--- src/rtl/stopwatch_core.sv ---
// Prescaled BCD stopwatch: tenths, seconds 00-59 and MIN_DIGITS minute digits with up/down count,
// preset load and run/pause control. Define STOPWATCH_LAP_EN to add the lap-hold display freeze.
module stopwatch_core #(
    parameter int TICK_DIV   = 10,
    parameter int MIN_DIGITS = 1
) (
    input  logic                    clk,
    input  logic                    r,
    input  logic                    en,
    input  logic                    start,
    input  logic                    stop,
    input  logic                    clr,
    input  logic                    dir,
    input  logic                    load,
    input  logic [7:0]              pre_s,
    input  logic [4*MIN_DIGITS-1:0] pre_m,
    input  logic                    lap,
    output logic [3:0]              q0,
    output logic [7:0]              qs,
    output logic [4*MIN_DIGITS-1:0] qm,
    output logic                    running,
    output logic                    co,
    output logic                    done
);
    localparam int            PW     = (TICK_DIV > 1) ? $clog2(TICK_DIV) : 1;
    localparam logic [PW-1:0] PS_MAX = PW'(TICK_DIV - 1);
    localparam int            MW     = 4 * MIN_DIGITS;

    typedef enum logic [1:0] {IDLE, RUN, PAUSE, DONE} state_t;

    state_t        state_q, state_d;
    logic [PW-1:0] ps_q, ps_d;
    logic [3:0]    t_q, t_d;
    logic [7:0]    s_q, s_d;
    logic [MW-1:0] m_q, m_d;
    logic          dir_q, dir_d;
    logic          co_q, co_d;
    logic          done_q, done_d;

    logic [3:0]    t_inc, t_dec;
    logic [7:0]    s_inc, s_dec;
    logic [MW-1:0] m_inc, m_dec, m_pre;
    logic          inc_c, dec_b, inc_wrap, dec_zero, is_zero, tick;

    function automatic logic [3:0] clamp_dig(input logic [3:0] d, input logic [3:0] lim);
        return (d > lim) ? lim : d;
    endfunction

    assign is_zero = (t_q == 4'd0) && (s_q == 8'd0) && (m_q == '0);
    assign tick    = (state_q == RUN) && (ps_q == PS_MAX);

    // Ripple-carry BCD increment across tenths, seconds (mod 60) and minute digits.
    always_comb begin
        // NOTE: every variable gets a default before any branch so no latch is inferred.
        inc_c = 1'b1;
        t_inc = 4'd0;
        s_inc = s_q;
        m_inc = m_q;
        if (t_q != 4'd9) begin
            t_inc = t_q + 4'd1;
            inc_c = 1'b0;
        end
        if (inc_c) begin
            if (s_q[3:0] != 4'd9) begin
                s_inc[3:0] = s_q[3:0] + 4'd1;
                inc_c      = 1'b0;
            end else begin
                s_inc[3:0] = 4'd0;
                if (s_q[7:4] != 4'd5) begin
                    s_inc[7:4] = s_q[7:4] + 4'd1;
                    inc_c      = 1'b0;
                end else begin
                    s_inc[7:4] = 4'd0;
                end
            end
        end
        for (int i = 0; i < MIN_DIGITS; i++) begin
            if (inc_c) begin
                if (m_q[4*i +: 4] != 4'd9) begin
                    m_inc[4*i +: 4] = m_q[4*i +: 4] + 4'd1;
                    inc_c           = 1'b0;
                end else begin
                    m_inc[4*i +: 4] = 4'd0;
                end
            end
        end
        inc_wrap = inc_c;
    end

    // Mirror-image borrow chain for counting down.
    always_comb begin
        dec_b = 1'b1;
        t_dec = 4'd9;
        s_dec = s_q;
        m_dec = m_q;
        if (t_q != 4'd0) begin
            t_dec = t_q - 4'd1;
            dec_b = 1'b0;
        end
        if (dec_b) begin
            if (s_q[3:0] != 4'd0) begin
                s_dec[3:0] = s_q[3:0] - 4'd1;
                dec_b      = 1'b0;
            end else begin
                s_dec[3:0] = 4'd9;
                if (s_q[7:4] != 4'd0) begin
                    s_dec[7:4] = s_q[7:4] - 4'd1;
                    dec_b      = 1'b0;
                end else begin
                    s_dec[7:4] = 4'd5;
                end
            end
        end
        for (int i = 0; i < MIN_DIGITS; i++) begin
            if (dec_b) begin
                if (m_q[4*i +: 4] != 4'd0) begin
                    m_dec[4*i +: 4] = m_q[4*i +: 4] - 4'd1;
                    dec_b           = 1'b0;
                end else begin
                    m_dec[4*i +: 4] = 4'd9;
                end
            end
        end
        dec_zero = (t_dec == 4'd0) && (s_dec == 8'd0) && (m_dec == '0);
    end

    always_comb begin
        m_pre = '0;
        for (int i = 0; i < MIN_DIGITS; i++) begin
            m_pre[4*i +: 4] = clamp_dig(pre_m[4*i +: 4], 4'd9);
        end
    end

    // Control chain in priority order; load is only honoured outside RUN, so in RUN it falls through.
    always_comb begin
        state_d = state_q;
        ps_d    = ps_q;
        t_d     = t_q;
        s_d     = s_q;
        m_d     = m_q;
        dir_d   = dir_q;
        co_d    = 1'b0;
        done_d  = 1'b0;
        if (!en) begin
            state_d = state_q;
        end else if (clr) begin
            state_d = IDLE;
            ps_d    = '0;
            t_d     = 4'd0;
            s_d     = 8'd0;
            m_d     = '0;
        end else if (load && (state_q != RUN)) begin
            ps_d = '0;
            t_d  = 4'd0;
            s_d  = {clamp_dig(pre_s[7:4], 4'd5), clamp_dig(pre_s[3:0], 4'd9)};
            m_d  = m_pre;
        end else if (stop) begin
            if (state_q == RUN) state_d = PAUSE;
        end else if (start && (state_q != RUN)) begin
            dir_d   = dir;
            state_d = (dir && is_zero) ? DONE : RUN;
        end else if (state_q == RUN) begin
            ps_d = tick ? '0 : ps_q + PW'(1);
            if (tick && !dir_q) begin
                t_d  = t_inc;
                s_d  = s_inc;
                m_d  = m_inc;
                co_d = inc_wrap;
            end else if (tick) begin
                t_d = t_dec;
                s_d = s_dec;
                m_d = m_dec;
                if (dec_zero) begin
                    state_d = DONE;
                    done_d  = 1'b1;
                end
            end
        end
    end

    always_ff @(posedge clk or posedge r) begin
        if (r) begin
            state_q <= IDLE;
            ps_q    <= '0;
            t_q     <= 4'd0;
            s_q     <= 8'd0;
            m_q     <= '0;
            dir_q   <= 1'b0;
            co_q    <= 1'b0;
            done_q  <= 1'b0;
        end else begin
            // NOTE: non-blocking assignments so every flop samples pre-edge values.
            state_q <= state_d;
            ps_q    <= ps_d;
            t_q     <= t_d;
            s_q     <= s_d;
            m_q     <= m_d;
            dir_q   <= dir_d;
            co_q    <= co_d;
            done_q  <= done_d;
        end
    end

    assign running = (state_q == RUN);
    assign co      = co_q;
    assign done    = done_q;

`ifdef STOPWATCH_LAP_EN
    logic          hold_q, hold_d;
    logic [3:0]    lt_q, lt_d;
    logic [7:0]    ls_q, ls_d;
    logic [MW-1:0] lm_q, lm_d;

    // Setting the hold snapshots the live count; clearing it releases the display.
    always_comb begin
        hold_d = hold_q;
        lt_d   = lt_q;
        ls_d   = ls_q;
        lm_d   = lm_q;
        if (en && clr) begin
            hold_d = 1'b0;
        end else if (en && lap) begin
            hold_d = !hold_q;
            if (!hold_q) begin
                lt_d = t_q;
                ls_d = s_q;
                lm_d = m_q;
            end
        end
    end

    always_ff @(posedge clk or posedge r) begin
        if (r) begin
            hold_q <= 1'b0;
            lt_q   <= 4'd0;
            ls_q   <= 8'd0;
            lm_q   <= '0;
        end else begin
            hold_q <= hold_d;
            lt_q   <= lt_d;
            ls_q   <= ls_d;
            lm_q   <= lm_d;
        end
    end

    assign q0 = hold_q ? lt_q : t_q;
    assign qs = hold_q ? ls_q : s_q;
    assign qm = hold_q ? lm_q : m_q;
`else
    logic unused_lap;
    assign unused_lap = lap;
    assign q0 = t_q;
    assign qs = s_q;
    assign qm = m_q;
`endif

endmodule

--- config.mk ---
export PLATFORM = sky130hd
export DESIGN_NAME = stopwatch_core
export DESIGN_NICKNAME = d
export VERILOG_FILES = /design/src/rtl/stopwatch_core.sv
export SDC_FILE = /design/constraint.sdc
export NUM_CORES = 1
export LEC_CHECK = 0
export ABC_AREA = 1
export ABC_CLOCK_PERIOD_IN_PS = 1700
export BUFFER_PORTS_ARGS = -buffer_cell sky130_fd_sc_hd__buf_2
export CAP_MARGIN = 10
export CORE_ASPECT_RATIO = 1.75
export CORE_MARGIN = 2
export CORE_UTILIZATION = 36
export CTS_BUF_LIST = sky130_fd_sc_hd__clkbuf_4 sky130_fd_sc_hd__clkbuf_8
export CTS_CLUSTER_SIZE = 40
export DETAILED_ROUTE_END_ITERATION = 12
export PLACE_DENSITY = 0.66
export RECOVER_POWER = 100
export SYNTH_ARGS = -nofsm -noshare
export SYNTH_HDL_FRONTEND = slang
export SYNTH_SLANG_ARGS = --single-unit
--- constraint.sdc ---
create_clock -name clk -period 1.7 [get_ports clk]
set_input_delay 0.255 -clock clk [delete_from_list [all_inputs] [get_ports clk]]
set_output_delay 0.255 -clock clk [all_outputs]
set_load 0.01 [all_outputs]
# Word level (Yosys, flattened, before mapping)
# Cells that the tools add are included.
[totals]
ff_bits = 25
in_bits = 21
out_inout_bits = 19
[classes]
n_reduce_logical = 32
n_mux = 80
add_sub_neg = 9
eq_ne = 15
n_bitwise = 3
n_lt_le_gt_ge = 3
[op_table]
columns = ["operator", "n"]
rows = [
  ["4-bit 2-to-1 mux", 35],
  ["8-bit 2-to-1 mux", 9],
  ["4-bit inequality test, second input constant", 7],
  ["4-bit nonzero test", 7],
  ["1-bit 2-to-1 mux", 26],
  ["4-bit by 1-bit adder with 4-bit output, second input constant", 5],
  ["2-bit 2-to-1 mux", 10],
  ["4-bit zero test", 4],
  ["8-bit zero test", 2],
  ["4-bit by 1-bit subtractor with 4-bit output, second input constant", 4],
  ["7-bit AND reduction", 2],
  ["6-bit AND reduction", 2],
  ["5-bit AND reduction", 2],
  ["1-bit logical AND", 9],
  ["4-bit greater-than comparator, second input constant", 2],
  ["3-bit by 1-bit inequality test with 1-bit output, second input constant", 2],
  ["3-bit nonzero test", 2],
  ["4-bit == test, second input constant", 1],
  ["4-bit by 3-bit greater-than comparator with 1-bit output, second input constant", 1],
  ["4-bit by 3-bit inequality test with 1-bit output, second input constant", 1],
  ["4-bit AND reduction", 1],
  ["3-bit inequality test, second input constant", 1],
  ["1-bit inverter", 3],
  ["2-bit by 1-bit == test with 1-bit output, second input constant", 1],
  ["3 further kinds", 3],
]

# Logic depth before layout (Yosys ltp)
[depth]
ltp_word = 17
depth_mapped = 15
ltp_nobuf = 15

# Least setup slack after synthesis
# Ideal clock, no wire load.
[synth_timing]
path_type = "flip-flop to flip-flop"
from = "register t_q[0], in the netlist q0[0]"
to = "register state_q[0]"
required_time_ns = 1.583
setup_time_ns = 0.117
arrival_ns = 1.789
setup_slack_ns = -0.206
path_stages_with_launch = 16
period_less_slack_ns = 1.906
cell_sequence = "dfrtp_1 > inv_1 > ha_1 > nand2_2 > nor2_4 > nand2_1 > nand2_1 > nand3_2 > nor2_1 > nand2_1 > nor2_1 > nand2_1 > nand2_2 > nand2_2 > nand2_1 > nand2_1"
[synth_via]
elab_chain_cells = 10
word_cells_on_any_way = 16
[synth_rtl]
columns = ["item", "line_no", "rtl"]
rows = [
  ["from (decl)", "33", "logic [3:0] t_q, t_d;"],
  ["from (signal assigned)", "195", "t_q <= t_d;"],
  ["4-bit nonzero test", "96", "if (t_q != 4'd0) begin"],
  ["1-bit 2-to-1 mux", "96", ""],
  ["1-bit 2-to-1 mux", "106", "if (s_q[7:4] != 4'd0) begin"],
  ["1-bit 2-to-1 mux", "101", "if (s_q[3:0] != 4'd0) begin"],
  ["1-bit 2-to-1 mux", "100", "if (dec_b) begin"],
  ["4-bit 2-to-1 mux", "115", "if (dec_b) begin"],
  ["4-bit zero test", "124", "dec_zero = (t_dec == 4'd0) && (s_dec == 8'd0) && (m_dec == '0);"],
  ["1-bit logical AND *", "124", ""],
  ["4-bit nonzero test (no line) *", "-", ""],
  ["7-bit AND reduction (no line) *", "-", ""],
  ["to (signal assigned)", "193", "state_q <= state_d;"],
  ["to (decl)", "31", "state_t state_q, state_d;"],
]
# Mark *: on every way between the ends. The rest lies on a longest branch, timed or not.
# A chain may end at the register's enable or synchronous reset.

# Worst setup path after layout
[layout_timing]
from = "register t_q[0], in the netlist q0[0]"
to = "register state_q[1]"
[layout_via]
elab_chain_cells = 10
word_cells_on_any_way = 25
[layout_rtl]
columns = ["item", "line_no"]
rows = [
  ["4-bit nonzero test", "96"],
  ["1-bit 2-to-1 mux", "96"],
  ["1-bit 2-to-1 mux", "106"],
  ["1-bit 2-to-1 mux", "101"],
  ["1-bit 2-to-1 mux", "100"],
  ["4-bit 2-to-1 mux", "115"],
  ["4-bit zero test", "124"],
  ["1-bit logical AND", "124"],
  ["4-bit nonzero test (no line)", "-"],
  ["7-bit AND reduction (no line)", "-"],
]
# Several ways; a longest one is shown, not always the timed one. The select of a mux whose other input is x is not followed.

==> out/summary.txt <==
Post-Syn Instances - 347
Via/cell ratio - 5.12
Register bit total from synthesis - 25
XOR/XNOR Fraction of Synth Area - 3.32%
Cell-by-cell trace of the critical path - inv_4 -> ha_4 -> nand2_4 -> nor2_4 -> nand2_1 -> nand2_1 -> nand3_2 -> nor2_2 -> nand2_1 -> nor2_1 -> nand2_1 -> nand2_2 -> nand2_2 -> nand2_2 -> nand2_1
Vias in the first global route - 2832
CP peak stage delay - 0.43 ns
CTS clk-pin slew, worst paths - 0.10 ns
Synth warn - 0
Final WL - 7700 microns
Lkg Pwr - 1.80 nW
Die Width - 65.3 microns
Setup Skew - 0.00534 ns
Post-Synth Simple-Gate Area - 37.0%
Core ar. - 6440 sq um
DRC Markers - 0
Slew @ Worst Pin - 1.51 ns
Fill cells - 614
Die Area - 7280 sq um
Unrepaired setup endpoints after global routing - true
Max Slew Vio Count - 26
Hold_ws - 0.238 ns
Hold Path Class - input pin to flip-flop
Ratio of cells with drive above 1 in the final layout - 44.1%
Synth top area share - 26.4%
Port Buffers - 38
F_max - 525 MHz
GPL Wtd Cong - 0.902
First-pass GRT wire length - 12300 microns
Tot Pwr - 3.85 mW
Switching Share - 45.4%
CP Capture Type - flip-flop
Syn nets - 382
Dpl hpwl - 5840 microns
Setup TNS - -1.52 ns
ANT cells - 0
Adder-cell share of the synthesized area - 7.39%
Cell accounting for the most synthesized area - dfrtp_1
Internal Power - 2.10 mW
CTS buffer count - 3
Mux contribution to synthesized area - 0%
GRT overflow - 0
Clock Latency Late Sink - 0.29 ns
Clk buf depth - 2
Yosys cell types - 36
Largest family of logic cells by synthesized area - simple AND/OR/NAND/NOR gates
Worst-path maximum fanout - 7
Failing checks - max-capacitance violations, max-slew violations, negative setup slack
Antenna viol nets, final - 0
Clock tree from TritonCTS - done
Rows - 39
Final setup viols - 15
CP startpoint kind - flip-flop
Largest net degree at the start of global routing - 26
DR vias - 2857
Worst Slack Setup Final - -0.205 ns
DRT iter0 DRCs - 94
Max Cap Violations - 1
CP Data Arrival Time - 2.10 ns
WS Path Type - flip-flop to flip-flop
Final net count - 512
Syn Std Cell Area - 2370 sq um
Root Driver - clkbuf_8
Maximum VDD drop - 0.587 mV
Logic pwr share - 66.6%
Clk pwr share - 10.8%
Post-synthesis compound-gate area fraction - 15.9%
Status - finished with violations
Required @ worst endpoint - 1.89 ns
Period minus WS final - 1.91 ns
Die Span Y - 111 microns
Placed Instances - 534
Period Utilization, post-route - 112%
Sw power - 1.75 mW
DR WL/cell - 13.8 microns
CP max stage cell - dfrtp_2
Syn Area/Cell - 6.83 sq um
Worst slew margin - -0.529%
H-tree depth - 1
Area growth, synth to finish - 54.5%
Clk sinks - 25
Antenna violations before repair - 0
Final cell count without fillers - 558
Total GRT Usage - 21.3%
PwrDens - 1050 nW/um^2
Final hold viol count - 0
Drt pass-1 iters - 4
Critical path's most frequent cell - nand2_1
Sequential share of the synthesized area - 26.4%
Top Ports - 40
Top post-synthesis cells by area - dfrtp_1 (26%), nand2_1 (11%), nand3_1 (7.8%)
Initial core utilization - 36.8%
Sequential cell fraction of total power - 22.6%
cells by family after synthesis:
logic type	count (synthesis)
AO/OA/AOI/OAI	64
buffers and inverters	57
flip-flops	25
AND/OR/NAND/NOR	178
XOR/XNOR	9
adder cells (fa/ha/maj)	14
area by class of cell:
cell class                 count  area (sq um)  share of cell area (%)
tap                           82           103                    2.80
timing repair buffer         131           918                    25.1
sequential                    25           633                    17.3
clock buffer                   4          48.8                    1.33
multi-input combinational    265          1760                    48.1
inverter                      51           199                    5.43
cells in the final DEF, fill, tap and decap left out, types with 16 or more instances in the layout:
cell type / instances
nand2_1: 57
nand3_1: 33
o21ai_0: 16
nor2_1: 21
buf_2: 32
nand2_2: 19
inv_1: 34
buf_4: 72
a21oi_1: 16
dfrtp_1: 19
synth_stat cells, drive strengths merged:
library cell,count
nor4,2
a22oi,7
inv,51
o221ai,1
nand3b,1
o21a,1
or2,2
xnor2,4
xor2,5
nand2,85
dfrtp,25
nor3b,2
nand3,39
a21oi,17
a31oi,4
o21ai,22
ha,14
nor3,7
buf,6
nand4,5
o311ai,1
o22ai,6
o211ai,5
nor2,35
routing by layer:
metal  GRT usage (%)  wire (microns)  part of all wire, %
met3            2.12             273                  3.5
met5               0               0                    0
met4            12.4             290                  3.8
met2            40.1            4360                   57
met1            21.7            2780                   36
through the flow:
step	util, %	cell area (sq um)	setup slack [ns]
finish	56.9	3660	-0.205
CTS	52.8	3400	-0.173
detailed placement	50.1	3220	-0.170
floorplan	-	2420	-0.0252
global route	56.9	3660	-0.345
global placement	50.1	3220	-0.149
sequential cells by signal, summed over array words and instances, names as in the netlist:
register  count
co            1
done          1
ps_q          4
qs            8
q0            4
state_q       2
qm            4
dir_q         1
path summary, 6_finish.rpt:
path / startpoint / to / slack [ns] / cells past startpoint
worst max-delay path: q0[0] / state_q[1] / -0.21 / 15
max in group asynchronous: r / qm[0] / 0.25 / 3
worst min register to register: state_q[0] / state_q[0] / 0.48 / 2
min in group asynchronous: r / qs[2] / 0.45 / 3
worst max register to register: q0[0] / state_q[1] / -0.21 / 15
worst min-delay path: dir / dir_q / 0.24 / 3
power groups by stage:
stage / logic [mW] / clock network (mW) / registers [mW]
detailed placement: 2.23 / 0 / 0.874
floorplan: 1.20 / 0 / 0.944
CTS: 2.33 / 0.415 / 0.869
global placement: 2.19 / 0 / 0.868
finish: 2.56 / 0.414 / 0.870
global route: 2.81 / 0.438 / 0.888
critical path, delay by kind of cell, from the launching register on:
kind	cells	cell delay (ns)
buffers and inverters	1	0.07
flip-flops	1	0.43
adder cells (fa/ha/maj)	1	0.19
AND/OR/NAND/NOR	13	1.10
timing repair:
item                                    in CTS  in global routing
cloned                                       0                  1
pin swaps                                   12                 30
setup buffers                                6                 14
hold buffers                                 0                  0
endpoints found under the setup margin      19                 21
gates resized for setup                     29                 46
(Power assumes the default switching activity.)
